### src/rtl/pc_unit.sv
// rtl/pc_unit.sv - fetch-stage program counter with stall, branch, deferred branch and flush
//
// Purpose: generates the registered fetch address (pc) and instruction-memory
// enable (ce). Redirect priority while ce=1: flush > stall > branch > pending
// branch > sequential increment. A branch seen during a stall is held until
// the stall releases; the last one seen during the stall wins.
//
// Optional feature macro: PC_ALIGN_CHECK_EN
//   defined   : redirect targets have their low ALIGN_BITS bits cleared, and
//               misalign_err pulses for one cycle if any cleared bit was set.
//   undefined : targets load unmodified, misalign_err is tied 0.
//
// Ports:
//   clk           in   clock, rising edge
//   rst           in   synchronous active-high reset
//   stall         in   hold pc
//   branch_flag   in   branch redirect request
//   branch_target in   branch redirect address [PC_WIDTH]
//   flush         in   exception/trap redirect request
//   flush_target  in   exception/trap address [PC_WIDTH]
//   pc            out  fetch address [PC_WIDTH], registered
//   ce            out  instruction-memory enable, registered
//   misalign_err  out  misaligned redirect target seen
module pc_unit #(
  parameter int                   PC_WIDTH     = 32,
  parameter logic [PC_WIDTH-1:0]  RESET_VECTOR = '0,
  parameter int                   PC_INC       = 4,
  parameter int                   ALIGN_BITS   = 2
) (
  input  logic                clk,
  input  logic                rst,
  input  logic                stall,
  input  logic                branch_flag,
  input  logic [PC_WIDTH-1:0] branch_target,
  input  logic                flush,
  input  logic [PC_WIDTH-1:0] flush_target,
  output logic [PC_WIDTH-1:0] pc,
  output logic                ce,
  output logic                misalign_err
);

  if (ALIGN_BITS < 0 || ALIGN_BITS >= PC_WIDTH) begin : g_bad_align
    $error("pc_unit: ALIGN_BITS must be in [0, PC_WIDTH-1]");
  end

  logic                ce_q;
  logic [PC_WIDTH-1:0] pc_q, pc_d;
  logic                pend_valid_q, pend_valid_d;
  logic [PC_WIDTH-1:0] pend_target_q, pend_target_d;
  logic                load;
  logic [PC_WIDTH-1:0] tgt;

`ifdef PC_ALIGN_CHECK_EN
  localparam logic [PC_WIDTH-1:0] ALIGN_MASK =
    PC_WIDTH'((64'd1 << ALIGN_BITS) - 64'd1);
  logic misalign_q, misalign_d;
`endif

  always_comb begin
    pc_d          = pc_q;
    pend_valid_d  = pend_valid_q;
    pend_target_d = pend_target_q;
    load          = 1'b0;
    tgt           = '0;
`ifdef PC_ALIGN_CHECK_EN
    misalign_d    = 1'b0;
`endif
    // Until the first enabled cycle every request is ignored and pc stays
    // at the reset vector.
    if (ce_q) begin
      if (flush) begin
        load         = 1'b1;
        tgt          = flush_target;
        pend_valid_d = 1'b0;
      end else if (stall) begin
        if (branch_flag) begin
          pend_valid_d  = 1'b1;
          pend_target_d = branch_target;
        end
      end else if (branch_flag) begin
        load         = 1'b1;
        tgt          = branch_target;
        pend_valid_d = 1'b0;
      end else if (pend_valid_q) begin
        load         = 1'b1;
        tgt          = pend_target_q;
        pend_valid_d = 1'b0;
      end else begin
        // Wraps silently modulo 2^PC_WIDTH.
        pc_d = pc_q + PC_WIDTH'(PC_INC);
      end
    end
    if (load) begin
`ifdef PC_ALIGN_CHECK_EN
      pc_d       = tgt & ~ALIGN_MASK;
      misalign_d = |(tgt & ALIGN_MASK);
`else
      pc_d = tgt;
`endif
    end
  end

  always_ff @(posedge clk) begin
    if (rst) begin
      ce_q          <= 1'b0;
      pc_q          <= RESET_VECTOR;
      pend_valid_q  <= 1'b0;
      pend_target_q <= '0;
    end else begin
      ce_q          <= 1'b1;
      pc_q          <= pc_d;
      pend_valid_q  <= pend_valid_d;
      pend_target_q <= pend_target_d;
    end
  end

`ifdef PC_ALIGN_CHECK_EN
  always_ff @(posedge clk) begin
    if (rst) begin
      misalign_q <= 1'b0;
    end else begin
      misalign_q <= misalign_d;
    end
  end
  assign misalign_err = misalign_q;
`else
  assign misalign_err = 1'b0;
`endif

  assign pc = pc_q;
  assign ce = ce_q;

endmodule

### config.mk
export PLATFORM = sky130hd
export DESIGN_NAME = pc_unit
export DESIGN_NICKNAME = d
export VERILOG_FILES = /design/src/rtl/pc_unit.sv
export SDC_FILE = /design/constraint.sdc
export NUM_CORES = 1
export LEC_CHECK = 0
export BUFFER_PORTS_ARGS = -buffer_cell sky130_fd_sc_hd__buf_2
export CORE_UTILIZATION = 57
export DETAILED_ROUTE_END_ITERATION = 8
export PLACE_DENSITY = 0.86
export SYNTH_ARGS = -nofsm -noshare
export SYNTH_HDL_FRONTEND = slang
export SYNTH_SLANG_ARGS = --single-unit
### constraint.sdc
create_clock -name clk -period 2.8 [get_ports clk]
set_input_delay 0 -clock clk [delete_from_list [all_inputs] [get_ports clk]]
set_output_delay 0 -clock clk [all_outputs]
set_load 0.005 [all_outputs]
==> Yosys cells after proc, flatten, opt, wreduce, memory -nomap -nowiden <==
Index checks and enable logic that the tools add are counted.
W data, S select, Z words.
{ "totals": {"register_bits": 66, "in_bits": 69, "output_inout_bits": 34, "elab_cells": 35} }
{ "classes": {"addsub": 1, "n_eq_ne": 5, "n_mux": 20, "bitwise_logic": 1, "reduce_logical": 4} }
{ "ops": {"columns": ["operator", "count"], "rows": [
  ["$mux W32", 11],
  ["$add A32 B3 Y32 const B", 1],
  ["$mux W1", 9],
  ["$ne A2 B1 Y1 const B", 4],
  ["$reduce_and A5 Y1", 1],
  ["$reduce_and A4 Y1", 1],
  ["$ne A3 B1 Y1 const B", 1],
  ["$reduce_and A2 Y1", 1],
  ["$reduce_bool A2 Y1", 1],
  ["$not A1 Y1", 1]
]} }

==> Longest topological paths before layout <==
Gate-level depths: netlist of run 1.
{ "logic_depth": {"depth_word": 7, "ltp_mapped": 8, "ltp_nobuf": 6} }

==> Worst setup path after synthesis of run 1 <==
No wires, ideal clock.
{ "synth_path": {"kind": "register to register", "start": "reg pc_q[18], in the netlist pc[18]", "end": "reg pc_q[31], in the netlist pc[31]", "setup_time_ns": 0.125, "arrival_ns": 1.680, "required_ns": 2.675, "setup_slack_ns": 0.995, "stages_incl_launch_ff": 7, "path_buffers": 1, "period_less_slack_ns": 1.805, "path_cell_list": "dfxtp_1 buf_4 nand4_1 or4_4 nor4_4 a2bb2oi_1 o22ai_1"} }
{ "synth_via": {"elab_chain_cells": 7} }
{ "synth_rtl": {"columns": ["element", "line_no", "text"], "rows": [
  ["start: declaration", "47", "logic [PC_WIDTH-1:0] pc_q, pc_d;"],
  ["start signal: assignment", "111", "pc_q <= pc_d;"],
  ["$add A32 B3 Y32", "90", "pc_d = pc_q + PC_WIDTH'(PC_INC);"],
  ["$mux W32", "84", "end else if (pend_valid_q) begin"],
  ["$mux W32", "80", "end else if (branch_flag) begin"],
  ["$mux W32", "75", "end else if (stall) begin"],
  ["$mux W32", "71", "if (flush) begin"],
  ["$mux W32", "70", "if (ce_q) begin"],
  ["$mux W32", "93", "if (load) begin"]
]} }
Every way passes these cells. The select of a mux whose other input is x is not followed.
A chain may end at the register's enable or synchronous reset.

==> Worst setup path after layout of run 1 <==
{ "layout_path": {"start": "reg pend_valid_q", "end": "reg pc_q[8], in the netlist pc[8]"} }
{ "layout_via": {"elab_chain_cells": 7, "elab_cells_between_ends": 17} }
{ "layout_rtl": {"columns": ["element", "line_no", "text"], "rows": [
  ["start: declaration", "48", "logic pend_valid_q, pend_valid_d;"],
  ["start signal: assignment", "112", "pend_valid_q <= pend_valid_d;"],
  ["$mux W1", "84", null],
  ["$mux W1", "80", null],
  ["$mux W1", "75", null],
  ["$mux W1", "71", null],
  ["$mux W1", "70", null],
  ["$ne A2 B1 Y1 (no line) / $reduce_bool A2 Y1 (equally long branches)", null, null],
  ["$reduce_and A5 Y1 (no line)", null, null]
]} }
Parallel ways exist; a longest one is shown, timed or not.

==> impl_metrics.yaml, run 1 <==
outcome:
  status: "complete, but fails checks"
  violations: "DRC"
sta:
  setup_viol: 0
  final.setup.worst_slack_ns: 0.608
  rsz0062_at_grt: "no"
  post-route-min-period_ns: 2.19
  worst_slew_pin_slew_ns: 1.02
  setup_tns_ns: 0
  fin_crit_sh: 0.783
  finalHoldViolCount: 0
  slew_viol_final: 0
  clock_skew_ns: 0.0143
  slew_headroom: 0.320
  fmax_mhz: 456
final_layout:
  layout_commonest_cell: "nand2_1"
  antennaDiodeCount: 0
  n_fill_cell: 500
  multi_input_comb_area_um2: 2360
  final_cell_mix: "nand2_1, buf_2, dfxtp_1"
  regArea_um2: 1320
  nets: 727
  drive_gt1_frac: 0.204
  area_growth_pct: 24.8
  fin_cells: 739
die:
  start_util: 0.602
  die_y_um: 84.8
  rows: 29
  die-area_um2: 7190
  core-area_um2: 6490
  die_width_um: 84.8
  ios: 103
detailed_routing:
  routed_wl_um: 12900
  drtPass1Iterations: 9
  via_per_inst: 6.29
  vias: 4647
  drc_errors: 5
  drt-initial-drc-count: 560
  ant_nets: 0
  wl_per_cell_um: 17.5
critical_path:
  worstReg2RegEnd: "pc[8]"
  crit_required_ns: 3.07
  cp-endpoint: "pc[8]"
  path_class: "flop to flop"
  r2r_cells: 4
  cp-start-kind: "flop"
  setup.worst_path.end_class: "flop"
  crit_path_max_fanout: 27
  r2r_slack_ns: 0.61
  rr_startpoint: "pend_valid_q"
  startpoint: "pend_valid_q"
  crit_arrival_ns: 2.46
clock_tree:
  cts_tree: "yes"
  htreeDepth: 3
  post_cts_resized: 0
  cts_buffer_depth: 2
  numCtsBuffers: 9
  clkSlewWorstSetupHoldPaths_ns: 0.07
  cts_setup_buffers: 0
  cts_hold_buf: 33
  clock_latency_ns: 0.35
  root_buffer: "clkbuf_8"
  clock_sinks: 66
grt:
  grt_overflow_total: 0
  grt_start_max_net_pins: 69
  grt_pass1_vias: 4330
  track_usage: 0.363
  antenna_found_initial: 0
  grt_pass1_wl_um: 20700
yosys:
  yosys-top-cells-area: "dfxtp_1, nand2_1, a21oi_1"
  avgSynthCellArea_um2: 7.12
  synthArstFlopShare: 0
  ys_warn_count: 0
  synth_top_area_cell: "dfxtp_1"
  ys_types: 63
  synth_flop_cell: "dfxtp_1"
  synth_top_area_frac: 0.338
  synth_area_um2: 3910
  seq_area_frac_synth: 0.338
  syn_nets: 619
  synth_edf_count: 0
  netlist_instances: 549
  synth_seq_cells: 66
min_path:
  worstHoldPathType: "input port to flop"
placement:
  dp.cells: 690
  dpl.hpwl_um: 8610
  routabilityCongestion: 0.963
  pre_cts_slack_ns: 0.649
  portBuffers: 101
power:
  leakagePower_nw: 1.94
  vdd_drop_max_mv: 0.361
  power_density_nw_per_um2: 445
job:
  drv_cap: 0
-- cell usage after synthesis, types with 2 or more instances --
master and count:
and3_1 10, nand3b_1 2, o21ai_0 39, o211ai_1 7, o31ai_1 3, o22ai_1 9
nor4_1 4, a211oi_1 6, a311oi_1 2, o221a_1 2, xor2_1 2, buf_1 2
a22oi_1 3, o21ai_1 9, a41oi_1 6, a221oi_1 7, nor2_1 23, and2_1 3
a21oi_1 65, and3b_1 4, inv_1 6, a221o_1 2, nor2b_1 3, o21a_1 3
clkbuf_1 29, nand2_1 130, or3_1 2, nand4_1 7, a31o_2 2, o32a_1 2
xnor2_1 2, nor3_1 10, a31oi_1 10, a22o_1 3, dfxtp_1 66, buf_4 2
nand4_2 2, a211o_1 2, buf_2 14, a31o_1 5, nand2b_1 2, nand3_1 14
and4_1 3
-- through the flow --
| step | area, um^2 | power, W | utilization | hold slack (ns) |
|---|---|---|---|---|
| floorplan | 3910 | 0.00127 | - | 0.136 |
| global placement | 4390 | 0.00142 | 0.675 | 0.251 |
| detailed placement | 4390 | 0.00142 | 0.675 | 0.260 |
| CTS | 4880 | 0.00215 | 0.751 | 0.0113 |
| global route | 4880 | 0.00225 | 0.751 | 0.0217 |
| finish | 4880 | 0.00217 | 0.751 | 0.0124 |
-- final cells by class --
type / count / share of cell area
clock buffer: 13 / 0.0305
clock inverter: 3 / 0.00308
inverter: 7 / 0.00538
multi-input combinational: 429 / 0.484
sequential: 66 / 0.271
tap: 77 / 0.0197
timing repair buffer: 144 / 0.187
-- power breakdown --
group,total [W],leakage [nW],internal (W),switching [W]
Clock,0.000715,0.0872,0.000343,0.000372
Combinational,0.000409,1.31,0.000185,0.000224
Sequential,0.00105,0.540,0.000984,0.0000613
-- cells by family after synthesis --
kind of cell,share of synthesized area
and+or+nand+nor,0.272
DFF,0.338
xor gates and xnor gates,0.00896
adders and majority gates,0.00320
buffers and inverters,0.0582
muxes,0.00544
AOI/OAI and AO/OA,0.313
other,0.000959
-- sequential cells by signal, summed over array words and instances, names as in the netlist --
| signal | count |
|---|---|
| pend_valid_q | 1 |
| pc | 32 |
| ce | 1 |
| pend_target_q | 32 |
-- per-layer routing --
| layer | GRT usage | wire length, um | vias up |
|---|---|---|---|
| li1 | - | - | 2209 |
| met1 | 0.490 | 5380 | 2118 |
| met2 | 0.569 | 6000 | 271 |
| met3 | 0.0632 | 1080 | 49 |
| met4 | 0.171 | 456 | 0 |
| met5 | 0 | 0 | - |
-- worst min path at each step --
stage                            startpoint                 to  depth (start not counted)
final                      flush_target[15]             pc[15]                          3
after global routing       flush_target[15]             pc[15]                          3
after CTS                  flush_target[15]             pc[15]                          3
after detailed placement   branch_target[0]   pend_target_q[0]                          3
after global placement    branch_target[16]  pend_target_q[16]                          3
after floorplan           branch_target[10]  pend_target_q[10]                          2
-- critical path, stage by stage (launching register included) --
cell and delay [ns]:
dfxtp_1 0.60, nor3_2 0.75, nand3_1 0.26, o32a_1 0.38, a21oi_1 0.14
Power figures use the tool's default switching activity.
==> run 2, diff against run 1 <==
ABC_AREA = 1   (was not set)
CORE_UTILIZATION = 54   (was 57)
PLACE_DENSITY = 0.82   (was 0.86)
clock period = 2.27 ns   (was 2.8 ns; I/O delays follow)
==> run 2 against run 1 <==
Effect of this change:
- the flow now finishes without violations
- sequential cell count did not move
- via count grew 6.2%
- core utilization is 3.6 points lower
- sequential power rose by 23%
- critical path depth is 1 higher
- area after synthesis grew 3.2%
- hold slack gained 0.012 ns
- non-clock buffer count is 11 higher
- clock-buffer cell count is the same
- global-route usage decreased by 1.1 points
- largest cell class unchanged
==> impl_metrics.yaml, run 2 <==
outcome:
  status: "finished clean"
grt:
  grt_start_max_net_pins: 35
  track_usage: 0.352
  top_usage_layer: "met2"
  antenna_found_initial: 0
  gr-usage-met3: 0.0765
  grt_pass1_vias: 4415
  met1_usage: 0.470
  grt_overflow_total: 0
  grtUsageMet2: 0.540
  grt_pass1_wl_um: 20900
detailed_routing:
  wl_per_cell_um: 15.0
  via_per_inst: 5.63
  vias: 4934
  routed_wl_um: 13200
  drt-initial-drc-count: 459
  drtPass1Iterations: 5
  drc_errors: 0
  ant_nets: 0
sta:
  finalHoldViolCount: 0
  clock_skew_ns: 0.00837
  slew_viol_final: 0
  post-route-min-period_ns: 1.90
  rsz0062_at_grt: "no"
  fin_crit_sh: 0.838
  worst_slew_pin_slew_ns: 1.00
  slew_headroom: 0.332
  fmax_mhz: 526
  setup_tns_ns: 0
  setup_viol: 0
final_layout:
  area_growth_pct: 28.5
  layout_commonest_cell: "nand2_1"
  n_fill_cell: 611
  multi_input_comb_area_um2: 2400
  final_cell_mix: "nand2_1, nor2_1, buf_2"
  drive_gt1_frac: 0.192
  nets: 843
  fin_cells: 877
  regArea_um2: 1320
  antennaDiodeCount: 0
power:
  p_sw_frac: 0.305
  leakagePower_nw: 2.29
  p_sw_w: 0.000819
  vdd_drop_max_mv: 0.341
  seqPwrFrac: 0.481
  power_density_nw_per_um2: 518
  p_clk_frac: 0.325
  comb_power_share: 0.194
  intPower_w: 0.00187
critical_path:
  setup.worst_path.end_class: "flop"
  crit_path_max_fanout: 22
  crit_arrival_ns: 2.16
  crit_slowest_cell: "nor2_1"
  crit_required_ns: 2.53
  path_class: "flop to flop"
  cp-start-kind: "flop"
  path_cells: "nand2_4, inv_2, nor2_1, inv_1, o21ai_0"
  cpPeakStageDelay_ns: 0.63
placement:
  routabilityCongestion: 0.913
  dpl.hpwl_um: 8660
  portBuffers: 101
  dp.cells: 815
clock_tree:
  clock_sinks: 66
  cts_buffer_depth: 2
  root_buffer: "clkbuf_8"
  clkSlewWorstSetupHoldPaths_ns: 0.07
  clock_latency_ns: 0.34
  cts_tree: "yes"
  cts_hold_buf: 46
  cts_setup_buffers: 0
  htreeDepth: 3
  numCtsBuffers: 9
  post_cts_resized: 0
yosys:
  ys_types: 32
  ys_warn_count: 0
  synthArstFlopShare: 0
  avgSynthCellArea_um2: 6.29
  synth_top_area_cell: "dfxtp_1"
  synth_edf_count: 0
  synth_common_cells: "nand2_1, nor2_1, o21ai_0"
  yosys-top-cells-area: "dfxtp_1, nand2_1, nor2_1"
  syn_nets: 712
  synth_top_area_frac: 0.327
  seq_area_frac_synth: 0.327
  netlist_instances: 642
  synth_area_um2: 4040
  synth_flop_cell: "dfxtp_1"
  synth_seq_cells: 66
  yosysMostFrequentCell: "nand2_1"
die:
  die_width_um: 88.5
  ios: 103
  core-area_um2: 7250
  die-area_um2: 7820
  die_y_um: 88.5
  rows: 31
  start_util: 0.556
min_path:
  worstHoldPathType: "input port to flop"
job:
  drv_cap: 0
run 2: cell count changes after synthesis, sizes merged, moves of 10 or more:
| cell | before | now |
|---|---|---|
| o21ai | 48 | 80 |
| nor2 | 24 | 134 |
| nand3 | 14 | 34 |
| nand2 | 130 | 154 |
| and3 | 10 | 0 |
| a21oi | 65 | 44 |
| inv | 7 | 37 |
run 2: per-layer routing:
metal / wire [um] / share of wire
met2: 6120 / 0.46
met3: 1060 / 0.081
met5: 0 / 0
met4: 442 / 0.034
met1: 5560 / 0.42
run 2: cells by family (layout without fill, tap and decap cells):
group | count (synthesis) | count (layout) | synth area share
xor gates and xnor gates | 5 | 5 | 0.0109
DFF | 66 | 66 | 0.327
AOI/OAI and AO/OA | 164 | 164 | 0.225
buffers and inverters | 73 | 209 | 0.0769
adders and majority gates | 1 | 1 | 0.00310
and+or+nand+nor | 332 | 332 | 0.356
other | 1 | 1 | 0.000929
run 2: worst max-delay path: cells and delay by family (launching register included):
kind | cells | cell delay [ns]
AOI/OAI and AO/OA | 1 | 0.23
buffers and inverters | 2 | 0.37
and+or+nand+nor | 2 | 0.87
DFF | 1 | 0.35
run 2: power by group through the flow:
stage	Sequential, W	Combinational (W)	Clock [W]
after global placement	0.00131	0.000431	0
final	0.00129	0.000521	0.000873
after global routing	0.00130	0.000573	0.000929
after floorplan	0.00130	0.000265	0
after detailed placement	0.00132	0.000439	0
after CTS	0.00129	0.000502	0.000871
run 2: final cells by class:
type | count | area share
Inverter | 38 | 0.0280
Multi-Input combinational cell | 503 | 0.464
Clock inverter | 3 | 0.00290
Tap cell | 99 | 0.0239
Clock buffer | 13 | 0.0287
Sequential cell | 66 | 0.255
Timing Repair Buffer | 155 | 0.198
run 2: worst paths after layout:
path,depth (start not counted),slack [ns],endpoint,from
max,5,0.37,pc[9],ce
min,3,0.02,pc[6],flush_target[6]
max reg2reg,5,0.37,pc[9],ce
min reg2reg,2,0.47,pc[0],pc[0]
run 2: through the flow:
| stage | cell area, um^2 | setup WS (ns) | power (W) | hold slack (ns) | util |
|---|---|---|---|---|---|
| 2_1_floorplan | 4040 | 0.855 | 0.00157 | 0.0691 | - |
| 3_3_place_gp | 4560 | 0.573 | 0.00174 | 0.211 | 0.629 |
| 3_5_place_dp | 4560 | 0.411 | 0.00175 | 0.210 | 0.629 |
| 4_1_cts | 5180 | 0.395 | 0.00266 | 0.0126 | 0.715 |
| 5_1_grt | 5180 | 0.206 | 0.00280 | 0.0256 | 0.715 |
| 6_report | 5180 | 0.368 | 0.00269 | 0.0243 | 0.715 |
==> run 3, diff against run 2 <==
clock period = 1.8 ns   (was 2.27 ns; I/O delays follow)
==> run 3 against run 2 <==
Effect of this change:
- sequential power is 26% higher
- core utilization is 1.2 points higher
- routed wire length is 0.61% higher
- largest power group unchanged
- first-iteration DRC count is 8.1% lower
==> impl_metrics.yaml, run 3 (synthesized netlist as in run 2, its figures left out) <==
grt:
  grt_start_max_net_pins: 33
  track_usage: 0.344
  grt_pass1_vias: 4460
  grt_overflow_total: 0
  grt_pass1_wl_um: 20700
  antenna_found_initial: 1
sta:
  clock_skew_ns: 0.00990
  worst_slew_pin_slew_ns: 0.840
  post-route-min-period_ns: 1.71
  setup_viol: 0
  slew_headroom: 0.438
  finalHoldViolCount: 0
  setup_tns_ns: 0
  fin_crit_sh: 0.951
  fmax_mhz: 584
  slew_viol_final: 0
  rsz0062_at_grt: "no"
final_layout:
  drive_gt1_frac: 0.205
  design_area_um2: 5270
  fin_cells: 887
  area_growth_pct: 30.6
  final_core_util: 0.727
  nets: 853
  layout_commonest_cell: "nand2_1"
  final_cell_mix: "nand2_1, nor2_1, buf_2"
  n_fill_cell: 587
die:
  rows: 31
  start_util: 0.556
  die_y_um: 88.5
  die-area_um2: 7820
  ios: 103
  die_width_um: 88.5
  core-area_um2: 7250
power:
  p_sw_w: 0.00102
  seqPwrFrac: 0.477
  leakagePower_nw: 2.34
  comb_power_share: 0.196
  p_total_w: 0.00342
  vdd_drop_max_mv: 0.516
  power_density_nw_per_um2: 649
  p_clk_frac: 0.327
  p_sw_frac: 0.299
  intPower_w: 0.00240
critical_path:
  path_class: "flop to flop"
  cp-start-kind: "flop"
  worstReg2RegEnd: "pc[3]"
  r2r_cells: 7
  crit_required_ns: 2.01
  cp-endpoint: "pc[3]"
  startpoint: "pend_valid_q"
  crit_path_max_fanout: 25
  rr_startpoint: "pend_valid_q"
  crit_arrival_ns: 1.92
  setup.worst_path.end_class: "flop"
  r2r_slack_ns: 0.09
detailed_routing:
  vias: 4984
  routed_wl_um: 13300
  via_per_inst: 5.62
  wl_per_cell_um: 15.0
  drtPass1Iterations: 5
  drc_errors: 0
  ant_nets: 0
  drt-initial-drc-count: 422
min_path:
  worstHoldPathType: "input port to flop"
clock_tree:
  clock_sinks: 66
  clkSlewWorstSetupHoldPaths_ns: 0.07
  numCtsBuffers: 9
  cts_buffer_depth: 2
  htreeDepth: 3
  cts_setup_buffers: 0
  root_buffer: "clkbuf_8"
  clock_latency_ns: 0.34
  cts_tree: "yes"
placement:
  place_area_um2: 4640
  routabilityCongestion: 0.930
  dpl.hpwl_um: 8950
  dp.cells: 825
  portBuffers: 101
outcome:
  status: "finished clean"
job:
  drv_cap: 0
-- run 3: worst min-delay path by stage --
stage / slack, ns / cells past startpoint / startpoint / endpoint
6_report: 0.007 / 3 / flush_target[23] / pc[23]
5_1_grt: 0.02 / 3 / flush_target[23] / pc[23]
4_1_cts: 0.001 / 3 / flush_target[23] / pc[23]
3_5_place_dp: 0.22 / 2 / rst / pc[0]
3_3_place_gp: 0.22 / 2 / rst / pc[0]
2_1_floorplan: 0.07 / 1 / rst / pc[0]
-- run 3: area by class of cell --
type | count | area (um^2) | share of cell area
repair buffers | 165 | 1100 | 0.209
well taps | 99 | 124 | 0.0235
flip-flops and latches | 66 | 1320 | 0.251
inverters | 38 | 145 | 0.0275
multi-input cells | 503 | 2410 | 0.457
clock buffers | 12 | 155 | 0.0294
clock inverters | 3 | 15.0 | 0.00285
diodes | 1 | 2.50 | 0.000475
-- run 3: worst max-delay path, cell delays in order, from the launching register on --
cell	delay [ns]
dfxtp_1	0.51
inv_1	0.11
nand2_1	0.15
nor2_4	0.07
nor2_8	0.22
inv_4	0.16
a211oi_1	0.21
o21ai_0	0.13
-- run 3: through the flow --
stage               hold WS (ns)  setup slack (ns)
global placement           0.215             0.243
detailed placement         0.222             0.193
CTS                      0.00135             0.174
global route              0.0154           0.00335
floorplan                 0.0691             0.385
finish                   0.00677            0.0890
-- run 3: metal layers --
layer,vias up,wire length (um),track usage,share of wire
met3,43,1280,0.0700,0.097
met2,278,6220,0.550,0.47
met1,2261,5370,0.452,0.40
met4,0,389,0.147,0.029
li1,2402,-,-,-
met5,-,0,0,0
-- run 3: what timing repair did --
item / CTS / global route
hold buffers: 45 / 1
hold endpoints to repair: 45 / 1
endpoints found under the setup margin: 0 / 2
resized for setup: 0 / 2
-- run 3: power by group through the flow --
| stage | Combinational, W | Sequential, W | Clock [W] |
|---|---|---|---|
| finish | 0.000670 | 0.00163 | 0.00112 |
| global route | 0.000736 | 0.00164 | 0.00117 |
| CTS | 0.000648 | 0.00163 | 0.00112 |
| detailed placement | 0.000571 | 0.00166 | 0 |
| global placement | 0.000561 | 0.00166 | 0 |
| floorplan | 0.000334 | 0.00164 | 0 |
